File: src/rtl/trace_frame_capture.sv
// trace_frame_capture: TPIU sync search, halfword assembly and frame FIFO.
// Optional macro SYNC_TIMEOUT_EN adds a sync timeout and ignoreSyncTimeout.
module trace_frame_capture #(
   parameter int MAXBUSWIDTH = 8,
   parameter int DEPTH       = 4,
   parameter int SYNC_BITS   = 27
) (
   input  logic                   traceClkin,
   input  logic                   rst,
   input  logic [MAXBUSWIDTH-1:0] traceDina,
   input  logic [MAXBUSWIDTH-1:0] traceDinb,
   input  logic [1:0]             width,
`ifdef SYNC_TIMEOUT_EN
   input  logic                   ignoreSyncTimeout,
`endif
   input  logic                   frameReady,
   output logic                   frameValid,
   output logic [127:0]           frameData,
   output logic                   synced,
   output logic [3:0]             syncOffset,
   output logic [15:0]            overflowCount
);

   localparam int SRW    = 32 + 2 * MAXBUSWIDTH;
   localparam int TOP    = SRW - 1;
   localparam int MAXLOG = $clog2(MAXBUSWIDTH);
   localparam int AW     = $clog2(DEPTH);
   localparam logic [AW:0] PONE = (AW + 1)'(1);

   logic [1:0]               wEff;
   logic [3:0]               laneBits;
   logic [4:0]               chunkBits;
   logic [2:0]               cReload;
   logic [MAXBUSWIDTH-1:0]   laneMask;
   logic [2*MAXBUSWIDTH-1:0] chunk;
   logic [SRW-1:0]           sr_q, sr_d;

   logic [1:0]   width_q;
   logic         widthChg;
   logic         found;
   logic [3:0]   foundOff;
   logic [15:0]  hw;
   logic         timeout;

   logic         synced_q, synced_d;
   logic [3:0]   off_q, off_d;
   logic [2:0]   cnt_q, cnt_d;
   logic [2:0]   slot_q, slot_d;
   logic [127:0] frame_q, frame_d;
   logic         push;

   logic [127:0] mem_q [DEPTH];
   logic [AW:0]  wp_q, wp_d;
   logic [AW:0]  rp_q, rp_d;
   logic [15:0]  ovf_q, ovf_d;
   logic         empty, full, pop, wr, drop;

   assign wEff      = (int'(width) > MAXLOG) ? 2'(MAXLOG) : width;
   assign laneBits  = 4'd1 << wEff;
   assign chunkBits = 5'd2 << wEff;
   assign cReload   = 3'((4'd8 >> wEff) - 4'd1);
   assign widthChg  = (width != width_q);
   assign hw        = sr_q[TOP - int'(off_q) -: 16];

   // Gather the active lanes of both edges, rising-edge bits in the low half.
   always_comb begin
      laneMask = MAXBUSWIDTH'((32'd1 << laneBits) - 32'd1);
      chunk = {{MAXBUSWIDTH{1'b0}}, traceDina & laneMask}
            | ({{MAXBUSWIDTH{1'b0}}, traceDinb & laneMask} << laneBits);
      sr_d = (sr_q >> chunkBits)
           | ({chunk, 32'h0} << (5'(2 * MAXBUSWIDTH) - chunkBits));
   end

   // Search every bit offset of the newest chunk; the lowest hit wins.
   always_comb begin
      found    = 1'b0;
      foundOff = '0;
      for (int o = 0; o < 2 * MAXBUSWIDTH; o++) begin
         if (!found && (5'(o) < chunkBits) &&
             (sr_q[TOP - o -: 32] == 32'h7FFF_FFFF)) begin
            found    = 1'b1;
            foundOff = 4'(o);
         end
      end
   end

`ifdef SYNC_TIMEOUT_EN
   logic [SYNC_BITS-1:0] to_q, to_d;

   assign timeout = synced_q && (to_q == '0) && !ignoreSyncTimeout;

   // Timeout counter restarts on each sync and runs down to zero.
   always_comb begin
      to_d = to_q;
      if (found && !widthChg)
         to_d = '1;
      else if (to_q != '0)
         to_d = to_q - SYNC_BITS'(1);
   end

   // Timeout counter register.
   always_ff @(posedge traceClkin or posedge rst) begin
      if (rst)
         to_q <= '0;
      else
         to_q <= to_d;
   end
`else
   assign timeout = 1'b0;
`endif

   // Alignment and halfword assembly; sync beats a completing halfword.
   always_comb begin
      synced_d = synced_q;
      off_d    = off_q;
      cnt_d    = cnt_q;
      slot_d   = slot_q;
      frame_d  = frame_q;
      push     = 1'b0;
      if (widthChg) begin
         synced_d = 1'b0;
         slot_d   = '0;
      end else if (found) begin
         synced_d = 1'b1;
         off_d    = foundOff;
         cnt_d    = cReload;
         slot_d   = '0;
      end else if (timeout) begin
         synced_d = 1'b0;
         slot_d   = '0;
      end else if (synced_q) begin
         if (cnt_q == '0) begin
            cnt_d = cReload;
            if (hw != 16'h7FFF) begin
               frame_d[127 - 16 * int'(slot_q) -: 16] = {hw[7:0], hw[15:8]};
               slot_d = slot_q + 3'd1;
               push   = (slot_q == 3'd7);
            end
         end else begin
            cnt_d = cnt_q - 3'd1;
         end
      end
   end

   // FIFO pointer and overflow bookkeeping; a full FIFO with a pop still
   // takes the new frame.
   always_comb begin
      empty = (wp_q == rp_q);
      full  = (wp_q[AW] != rp_q[AW]) && (wp_q[AW-1:0] == rp_q[AW-1:0]);
      pop   = !empty && frameReady;
      wr    = push && (!full || pop);
      drop  = push && full && !pop;
      wp_d  = wr ? wp_q + PONE : wp_q;
      rp_d  = pop ? rp_q + PONE : rp_q;
      ovf_d = (drop && (ovf_q != 16'hFFFF)) ? ovf_q + 16'd1 : ovf_q;
   end

   // Capture state, with asynchronous clear of everything that can sync.
   always_ff @(posedge traceClkin or posedge rst) begin
      if (rst) begin
         sr_q     <= '0;
         width_q  <= '0;
         synced_q <= 1'b0;
         off_q    <= '0;
         cnt_q    <= '0;
         slot_q   <= '0;
         frame_q  <= '0;
         wp_q     <= '0;
         rp_q     <= '0;
         ovf_q    <= '0;
      end else begin
         sr_q     <= sr_d;
         width_q  <= width;
         synced_q <= synced_d;
         off_q    <= off_d;
         cnt_q    <= cnt_d;
         slot_q   <= slot_d;
         frame_q  <= frame_d;
         wp_q     <= wp_d;
         rp_q     <= rp_d;
         ovf_q    <= ovf_d;
      end
   end

   // Frame storage; contents are masked at the output while empty.
   always_ff @(posedge traceClkin) begin
      if (wr)
         mem_q[wp_q[AW-1:0]] <= frame_d;
   end

   assign frameValid    = !empty;
   assign frameData     = empty ? '0 : mem_q[rp_q[AW-1:0]];
   assign synced        = synced_q;
   assign syncOffset    = off_q;
   assign overflowCount = ovf_q;

endmodule

File: config.mk
export PLATFORM = sky130hd
export DESIGN_NAME = trace_frame_capture
export DESIGN_NICKNAME = d
export VERILOG_FILES = /design/src/rtl/trace_frame_capture.sv
export SDC_FILE = /design/constraint.sdc
export NUM_CORES = 1
export LEC_CHECK = 0
export BUFFER_PORTS_ARGS = -buffer_cell sky130_fd_sc_hd__clkbuf_2
export CORE_ASPECT_RATIO = 2
export CORE_UTILIZATION = 39
export DETAILED_ROUTE_END_ITERATION = 6
export PLACE_DENSITY = 0.55
export SLEW_MARGIN = 20
export SYNTH_ARGS = -nofsm -noshare
export SYNTH_HDL_FRONTEND = slang
export SYNTH_SLANG_ARGS = --single-unit
File: constraint.sdc
create_clock -name traceClkin -period 9.7 [get_ports traceClkin]
set_input_delay 0 -clock traceClkin [delete_from_list [all_inputs] [get_ports traceClkin]]
set_output_delay 0 -clock traceClkin [all_outputs]
set_load 0.01 [all_outputs]
Word-level counts from Yosys, hierarchy flattened
Memory sizes are Yosys's and may differ from the RTL's.
Index checks and enable logic that the tools add are counted.
{"block": "totals", "n_memories": 1, "regBits": 211, "in_bits": 21, "output_inout_bits": 150, "wordCells": 196, "mem_bits_rw": 512}
{"block": "classes", "n_shift": 10, "add_sub_neg": 11, "eq_ne": 23, "n_reduce_logical": 65, "order_cmp": 16, "muxes": 55, "n_bitwise": 5}
{"name": "mem_q", "depth": 4, "word_bits": 128, "read_ports": 1, "rd_ports_with_merged_regs": 0, "wr": 1, "line": "52", "text": "logic [127:0] mem_q [DEPTH];"}
{"cell": "128-bit two-way mux", "n": 6}
{"cell": "32-bit by 31-bit == test with 1-bit output, second input constant", "n": 16}
{"cell": "16-bit by 33-bit variable shift with 143-bit output, first input constant", "n": 1}
{"cell": "16-bit by 33-bit variable part select with 143-bit output", "n": 1}
{"cell": "128-bit bitwise mux", "n": 1}
{"cell": "63-bit by 7-bit variable part select with 16-bit output", "n": 1}
{"cell": "4-bit two-way mux", "n": 14}
{"cell": "48-bit OR", "n": 1}
{"cell": "48-bit by 5-bit << shifter with 48-bit output", "n": 1}
{"cell": "48-bit by 5-bit >> shifter with 48-bit output", "n": 1}
{"cell": "4-bit by 5-bit less-than comparator with 1-bit output, first input constant", "n": 8}
{"cell": "1-bit logical AND", "n": 37}
{"cell": "8-bit negator with 33-bit output", "n": 1}
{"cell": "1-bit two-way mux", "n": 26}
{"cell": "3-bit two-way mux", "n": 8}
{"cell": "3-bit by 5-bit less-than comparator with 1-bit output, first input constant", "n": 4}
{"cell": "1-bit logical NOT", "n": 18}
{"cell": "16-bit by 1-bit adder with 16-bit output, second input constant", "n": 1}
{"cell": "8-bit bitwise AND", "n": 2}
{"cell": "16-bit by 15-bit inequality test with 1-bit output, second input constant", "n": 1}
{"cell": "16-bit inequality test, second input constant", "n": 1}
{"cell": "8-bit by 16-bit OR with 16-bit output", "n": 1}
{"cell": "8-bit by 4-bit << shifter with 16-bit output", "n": 1}
{"cell": "1-bit by 5-bit less-than comparator with 1-bit output, first input constant", "n": 2}
{"cell": "other kinds (23)", "n": 31}

Longest topological paths before layout
Gate-level depths: netlist of the first run.
{"block": "logic_depth", "depth_word": 69, "depth_mapped": 17, "mapped_depth_nobuf": 12}

Worst setup path after synthesis of the first run
OpenSTA, ideal clock, no wires.
{"block": "synth_timing", "kind": "in2reg", "startpoint": "in width[0]", "endpoint": "mem mem_q[3][0], enable pin", "slack_ps": 1438, "t_arrival_ps": 7667, "path_buffers": 4, "t_required_ps": 9105, "setup_ps": 595, "stages": 12, "cell_sequence": "buf_1 clkbuf_1 buf_1 nand2_1 ha_1 nand4b_1 nor3_1 o211a_1 nor4_1 nand4_1 buf_2 nor3b_2"}
{"block": "synth_between", "elab_chain_len": 69, "elab_cells_between_ends": 85, "classes_between": "order compare (16); eq/ne (1); shift (1); mux (20); reduce/logical (47)"}
{"item": "from (decl)", "line": "12", "text": "input logic [1:0] width,"}
{"item": "2-bit by 2-bit << shifter with 5-bit output", "line": "60", "text": "assign chunkBits = 5'd2 << wEff;"}
{"item": "1-bit by 5-bit less-than comparator with 1-bit output", "line": "79", "text": "if (!found && (5'(o) < chunkBits) &&"}
{"item": "1-bit logical AND", "line": "79"}
{"item": "1-bit two-way mux", "line": "79"}
{"item": "1-bit logical NOT", "line": "79"}
{"item": "1-bit logical AND (2 in a row)", "line": "79"}
{"item": "1-bit two-way mux", "line": "79"}
{"item": "1-bit logical NOT", "line": "79"}
{"item": "[51 not listed]"}
{"item": "1-bit logical NOT", "line": "79"}
{"item": "1-bit logical AND (2 in a row)", "line": "79"}
{"item": "1-bit two-way mux", "line": "79"}
{"item": "1-bit two-way mux", "line": "123", "text": "end else if (found) begin"}
{"item": "1-bit two-way mux *", "line": "120", "text": "if (widthChg) begin"}
{"item": "1-bit logical AND *", "line": "151", "text": "wr = push && (!full || pop);"}
{"item": "1-bit two-way mux *", "line": "187", "text": "if (wr)"}
{"item": "1-bit two-way mux (implied by the code) *", "line": "188", "text": "mem_q[wp_q[AW-1:0]] <= frame_d;"}
{"item": "to (decl)", "line": "52"}
Mark *: on every way between the ends. The rest lies on a longest branch, timed or not.

Final worst setup path of the first run
{"block": "layout_timing", "startpoint": "in width[1]", "endpoint": "mem mem_q[1][91], enable pin"}
The elaborated chain is that of the path after synthesis.

==> key figures, run 1 <==
Outcome
  – Status: finished, final reports clean

Logic synthesis
  – Main synth FF type: edfxtp_1
  – Post-Syn Area: 31100 sq um
  – Syn nets: 1906
  – Synthesis warning total: 0
  – Cell variety after synth: 66
  – Leading area contributor after synthesis: edfxtp_1
  – Area contributors post-synth: edfxtp_1 49%, dfrtp_1 17%, mux4_2 13%
  – Syn_area_per_cell: 16.7 sq um
  – Top cell type's share of synthesized area: 49.4%
  – Post-synthesis cell count: between 1500 and 2000
  – EDFF count, synth: 512
  – Seq/Total Area, Yosys: about two thirds
  – Async SR Flop Fraction: approximately 29%
  – Synthesis-stage register bit count: 722

Route
  – Post-DR vias/cell: between 5 and 6
  – Initial DRC Count: 1144
  – Via count: approximately 17000
  – DR DRC count: 0
  – Final wirelength: approximately 83000 microns
  – Routed len/inst: 26.6 microns
  – Antenna-violating nets left: 0
  – First-pass iteration count of the detailed router: 5

Place
  – GPL Wtd Cong: 0.968
  – DP Wirelength: roughly 54000 microns
  – Port Buffers: 170
  – Placed Area: 33100 sq um
  – Setup Slack @ Placement: 4160 ps

Floorplan
  – Die area: slightly above 80000 sq um
  – Die W: 202 microns
  – Core ar.: 79100 sq um
  – I/O pin total: 171
  – DIE HEIGHT: 402 microns
  – Initial Utilization: 39.4%
  – Rows: 146

Power
  – Reg power frac: 46.3%
  – Internal power: 5460 uW
  – Clock power share: 34.3%
  – NetSw: 2280 uW
  – PwrDens: between 200 and 250 nW/um^2
  – Static Leakage: 0.0115 uW
  – Logic pwr share: 19.4%
  – Sw frac: 29.5%
  – Max VDD drop: 0.226 mV

Timing
  – Slew Limit Fails: 0
  – Headroom to the max-slew limit: between 20% and 30%
  – Final setup viols: 0
  – Clk_skew: about 18 ps
  – Final hold violation count: 0
  – Fin worst setup slack: between 4000 and 5000 ps
  – Tcrit/Tclk final: between 50% and 60%
  – Minimum clock period after layout: roughly 5400 ps
  – Max Clk Rate: 184 MHz
  – RSZ-0062 raised after global routing: false
  – Setup tns final: 0 ps
  – Least-Margin Pin Slew: 1120 ps

Global routing
  – Overall Global Routing Usage: 20.7%
  – GR Overflow Total: 0
  – Initial antenna violation count: 0
  – Largest net degree at the start of global routing: 109
  – First-pass GRT wire length: 125000 microns
  – Vias in the first global route: around 19000

Finish
  – Most common cell after layout, fill and taps aside: edfxtp_1
  – Most frequent cells in the layout: 512 x edfxtp_1, 208 x dfrtp_1, 176 x mux4_2
  – Layout Nets: between 2000 and 2500
  – Layout area overhead: 14.1%
  – Diodes inserted: 0
  – Fin util: 44.9%
  – Layout cells sized above 1: 30.5%
  – Fillers: a little under 7000
  – Finished Cell Area: 35600 sq um

Critical path
  – CP max FO: 54
  – CP Cell Sequence: dlygate4sd3_1, clkbuf_2, buf_4, clkinv_1, nand2_1, ha_1, and2_1, nor4b_1, o2111ai_1, nand3_1, nor4_1, nand4_1, nor2_1, and2_4, buf_4
  – WP data arrival: 5700 ps
  – Crit path kind: input port to register
  – Worst Path Required: between 9000 and 10000 ps
  – Levels on crit path: 15
  – Delay-heaviest family, CP: buffers and inverters
  – CP max stage cell: and2_4
  – Worst R2R Path Depth: 9
  – CP dominant cell by count: buf_4
  – Startpoint Class: input port
  – Worst Path Buf+Inv: 5
  – Crit path capture type: register
  – Biggest cell delay along the critical path: 700 ps

Clock tree
  – Worst skew pair latency: 640 ps
  – CTS Buf Count: approximately 60
  – Root buffer cell: clkbuf_16
  – H-tree levels: 2
  – Clock sink count: approximately 720
  – Clock slew at reported path FFs: roughly 70 ps
  – Post-CTS setup buffers: 0
  – Clock Tree Buf Depth: 3
  – Resized cells post-CTS: 0
  – Hold buffer count at CTS: 28
  – TritonCTS clock tree: done

Run
  – Max Cap Viol: 0

Min path
  – Min-delay worst type: input port to asynchronous set/reset pin
worst paths after layout:
path	startpoint	end	slack (ps)
min	rst	overflowCount[2]$_DFFE_PP0P_	50
max reg2reg	syncOffset[0]$_DFFE_PP0P_	mem_q[1][91]$_DFFE_PP_	4540
min in group traceClkin	width[0]	width_q[0]$_DFF_PP0_	60
min reg2reg	wp_q[2]$_DFFE_PP0N_	wp_q[2]$_DFFE_PP0N_	490
max in group asynchronous	rst	frame_q[35]$_DFF_PP0_	8230
max	width[1]	mem_q[1][91]$_DFFE_PP_	4270
cell usage after synthesis, drive strengths merged (2+ instances only):
cell type  instances
o2111ai            3
nand2b             4
nor3b              5
a21oi             29
inv               23
xnor2             10
clkbuf            60
a2111oi            3
nor2b              7
or3                4
o221ai             4
a221oi             4
nor4b              5
buf               54
and2             139
o211ai             3
nor4              27
a31o               2
clkinv             2
nor2             100
mux4             181
o31ai             20
o21ai             27
mux2             133
edfxtp           512
a211oi             9
nand4             17
nor3              16
nand4b             4
nand3             47
and3              13
nand2             88
nand3b             4
or4                3
o32a               2
dfrtp            210
a22oi              2
ha                18
a32oi              2
and4               2
xor2              15
mux2i             44
tightest hold or removal path: stages:
cell and delay [ps]:
dlygate4sd3_1 530, clkbuf_2 140, inv_8 510
registers in the layout, summed over array words and instances (netlist names), named ones only:
register / cells
syncOffset: 4
synced: 1
mem_q: 512
wp_q: 3
width_q: 2
slot_q: 3
sr_q: 43
rp_q: 3
frame_q: 128
cnt_q: 3
overflowCount: 16
layer usage:
metal / up-vias / part of all wire (%) / GRT usage (%)
met2: 479 / 55 / 38.9
li1: 7581 / - / -
met3: 158 / 3.5 / 2.11
met1: 9259 / 37 / 23.8
met5: - / 0 / 0
met4: 0 / 4.0 / 8.23
cell type report:
class | count | area [sq um] | share of cell area (%)
multi-input combinational | 1006 | 9960 | 28.0
clock inverter | 45 | 558 | 1.57
timing repair buffer | 227 | 1390 | 3.91
tap | 1036 | 1300 | 3.65
clock buffer | 71 | 1610 | 4.52
inverter | 25 | 101 | 0.285
sequential | 722 | 20600 | 58.1
power by group through the flow:
stage,sequential [uW],clock (uW),combinational [uW]
after global placement,3650,0,1520
after CTS,3580,2710,1550
after detailed placement,3650,0,1530
final,3590,2660,1500
after global routing,3600,2820,1620
after floorplan,3450,0,1030
through the flow:
stage	hold WS (ps)	std cells	total power, uW
detailed placement	199	2987	5180
global route	103	3132	8030
CTS	52.8	3131	7840
finish	50.7	3132	7750
floorplan	31.4	1867	4470
global placement	198	2987	5170
cell families after synthesis:
| logic type | share of synthesized area [%] |
|---|---|
| AO/OA/AOI/OAI | 2.56 |
| XOR/XNOR | 0.703 |
| adder cells (fa/ha/maj) | 0.723 |
| buffers and inverters | 1.98 |
| flip-flops | 66.2 |
| multiplexers | 19.5 |
| AND/OR/NAND/NOR | 8.30 |
Power figures use the tool's default switching activity.
==> run 2, diff against run 1 <==
--- a/config.mk
+++ b/config.mk
@@ -5,11 +5,12 @@
 export SDC_FILE = /design/constraint.sdc
 export NUM_CORES = 1
 export LEC_CHECK = 0
+export ABC_AREA = 1
 export BUFFER_PORTS_ARGS = -buffer_cell sky130_fd_sc_hd__clkbuf_2
 export CORE_ASPECT_RATIO = 2
 export CORE_UTILIZATION = 39
 export DETAILED_ROUTE_END_ITERATION = 6
-export PLACE_DENSITY = 0.55
+export PLACE_DENSITY = 0.57
 export SLEW_MARGIN = 20
 export SYNTH_ARGS = -nofsm -noshare
 export SYNTH_HDL_FRONTEND = slang
==> constraint.sdc (replaced) <==
create_clock -name traceClkin -period 4.8 [get_ports traceClkin]
set_input_delay 0 -clock traceClkin [delete_from_list [all_inputs] [get_ports traceClkin]]
set_output_delay 0 -clock traceClkin [all_outputs]
set_load 0.01 [all_outputs]
==> key figures, run 2 <==
Outcome
  – Status: finished, final reports clean

Logic synthesis
  – Post-synthesis cell count: 3135
  – Main synth FF type: edfxtp_1
  – Syn nets: 3174
  – Synth top cells by count: 562 x nand2_1, 512 x edfxtp_1, 507 x nor2_1
  – Cell variety after synth: between 50 and 60
  – Leading area contributor after synthesis: edfxtp_1
  – Area contributors post-synth: edfxtp_1 48%, dfrtp_1 16%, nand2_1 6.6%
  – Post-Syn Area: between 30000 and 40000 sq um
  – EDFF count, synth: 512
  – Most common cell in the netlist: nand2_1
  – Syn_area_per_cell: 10.2 sq um
  – Top cell type's share of synthesized area: around 48%
  – Synthesis warning total: 0
  – Synthesis-stage register bit count: 722
  – Seq/Total Area, Yosys: 64.3%
  – Async SR Flop Fraction: around 29%

Clock tree
  – Clock sink count: 722
  – Root buffer cell: clkbuf_16
  – Worst skew pair latency: approximately 650 ps
  – Post-CTS setup buffers: 0
  – TritonCTS clock tree: done
  – Clock slew at reported path FFs: 70 ps
  – Clock Tree Buf Depth: 3
  – CTS Buf Count: 66
  – H-tree levels: 3

Critical path
  – CP max FO: 33
  – Crit path capture type: register
  – Flop-to-flop setup slack: 660 ps
  – RR Endpoint: mem_q[1][111]$_DFFE_PP_
  – CP dominant cell by count: o21ai_1
  – Worst R2R Path Depth: 15
  – RR Startpoint: syncOffset[0]$_DFFE_PP0P_
  – Crit path kind: register to register
  – CP endpoint: mem_q[1][111]$_DFFE_PP_
  – Launch point of the worst path: syncOffset[0]$_DFFE_PP0P_
  – WP data arrival: roughly 4600 ps
  – CP max stage cell: dfrtp_2
  – Biggest cell delay along the critical path: 720 ps
  – Worst Path Required: 5210 ps
  – Startpoint Class: register
  – CP Cell Sequence: inv_2, nand2_1, o21ai_1, o21ai_1, mux2i_1, o21ai_1, nor2_1, nand2_1, nor3_2, nand3_4, nand3_1, nor2_2, nand4_2, buf_4, o21ai_1

Global routing
  – Gr busiest metal: met2
  – Grt met2 use: 40.7%
  – Largest net degree at the start of global routing: 103
  – First-pass GRT wire length: 141000 microns
  – Met1 usage: ~26%
  – Overall Global Routing Usage: a little under a quarter
  – Initial antenna violation count: 0
  – Vias in the first global route: 22700
  – GR Overflow Total: 0
  – Met3 Use GR: between 2 and 3%

Min path
  – Hold path cells: 5
  – Min-delay worst type: input port to register
  – Hold path start: traceDina[2]

Route
  – Final wirelength: 95200 microns
  – Post-DR vias/cell: 5.35
  – DR DRC count: 0
  – Antenna-violating nets left: 0
  – First-pass iteration count of the detailed router: 6
  – Initial DRC Count: 1779
  – Via count: 23500
  – Routed len/inst: approximately 22 microns

Finish
  – Fin util: 45.1%
  – Non-filler cells, final: 4393
  – Layout Nets: ~3300
  – Most frequent cells in the layout: 561 x nand2_1, 512 x edfxtp_1, 503 x nor2_1
  – Diodes inserted: 0
  – Layout area overhead: 14.6%
  – Layout cells sized above 1: between 10% and 20%
  – Max reg flops: about 510
  – Most common cell after layout, fill and taps aside: nand2_1

Place
  – DP Wirelength: 64800 microns
  – GPL Wtd Cong: 1.01
  – Placed Instances: 4240
  – Port Buffers: 170

Floorplan
  – Core ar.: 81500 sq um
  – Initial Utilization: 39.4%
  – Die area: 83500 sq um
  – Rows: 148
  – I/O pin total: 171
  – Die W: 205 microns
  – DIE HEIGHT: between 400 and 500 microns

Timing
  – Final hold violation count: 0
  – Minimum clock period after layout: 4140 ps
  – Final setup viols: 0
  – Tcrit/Tclk final: 86.2%
  – Max Clk Rate: between 200 and 250 MHz
  – Clk_skew: 37.4 ps
  – Least-Margin Pin Slew: 1020 ps
  – Headroom to the max-slew limit: 31.9%
  – Setup tns final: 0 ps
  – RSZ-0062 raised after global routing: false
  – Slew Limit Fails: 0

Power
  – Max VDD drop: 0.288 mV
  – PwrDens: ~470 nW/um^2
  – Static Leakage: roughly 0.014 uW

Run
  – Max Cap Viol: 0
[run 2: cell types whose count changed after synthesis, moves of 128 or more]
cell	before	now
nor2_1	100	507
inv_1	23	290
mux4_2	176	0
nand2_1	88	562
and2_1	139	2
o21ai_0	25	255
o32ai_1	0	128
[run 2: worst min path at each step]
stage / to / slack [ps]
floorplan: width_q[0]$_DFF_PP0_ / 30
global placement: sr_q[46]$_DFF_PP0_ / 70
detailed placement: sr_q[46]$_DFF_PP0_ / 80
CTS: sr_q[38]$_DFF_PP0_ / 10
global route: sr_q[38]$_DFF_PP0_ / 100
finish: sr_q[38]$_DFF_PP0_ / 80
[run 2: power by group]
group / leakage [uW] / internal [uW] / switching (uW)
clock network: 0.00111 / 3230 / 2320
registers: 0.00641 / 6700 / 229
logic: 0.00625 / 1470 / 3390
total: 0.0138 / 11400 / 5940
[run 2: kinds of logic after synthesis]
kind of cell             synth area share, %
AO/OA/AOI/OAI                           12.1
XOR/XNOR                               0.378
adder cells (fa/ha/maj)                0.702
buffers and inverters                   6.22
flip-flops                              64.3
multiplexers                           0.343
AND/OR/NAND/NOR                         16.0
[run 2: layer usage]
metal	part of all wire, %	wire length, microns	up-vias
met5	0	0	-
met4	5.7	5470	0
met3	4.4	4150	217
met2	52	49700	717
met1	38	35900	11500
li1	-	-	11100
[run 2: area by class of cell]
class	count	area [sq um]
inverters	303	1150
multi-input cells	1919	9500
flip-flops and latches	722	20600
fillers	7780	44700
clock buffers	95	1910
repair buffers	279	1900
well taps	1050	1310
clock inverters	25	352
[run 2: repair_timing]
item	CTS	global route
endpoints found under the setup margin	0	42
hold buffers	33	0
hold endpoints to repair	135	0
gates resized for setup	0	1
[run 2: worst max-delay path, delay by kind of cell (launching register included)]
kind                   cells  cell delay [ps]
AND/OR/NAND/NOR            8             1370
AO/OA/AOI/OAI              4             1060
flip-flops                 1              720
buffers and inverters      2              570
multiplexers               1              150
[run 2: stage by stage]
step / area (sq um) / setup slack [ps] / total power [uW] / hold WS [ps]
3_3_place_gp: 34200 / 414 / 12000 / 73.6
3_5_place_dp: 34200 / 376 / 12000 / 78.7
4_1_cts: 36800 / 333 / 17600 / 12.0
6_report: 36800 / 662 / 17300 / 83.4
2_1_floorplan: 32100 / 23.5 / 9850 / 31.4
5_1_grt: 36800 / 209 / 18200 / 97.3
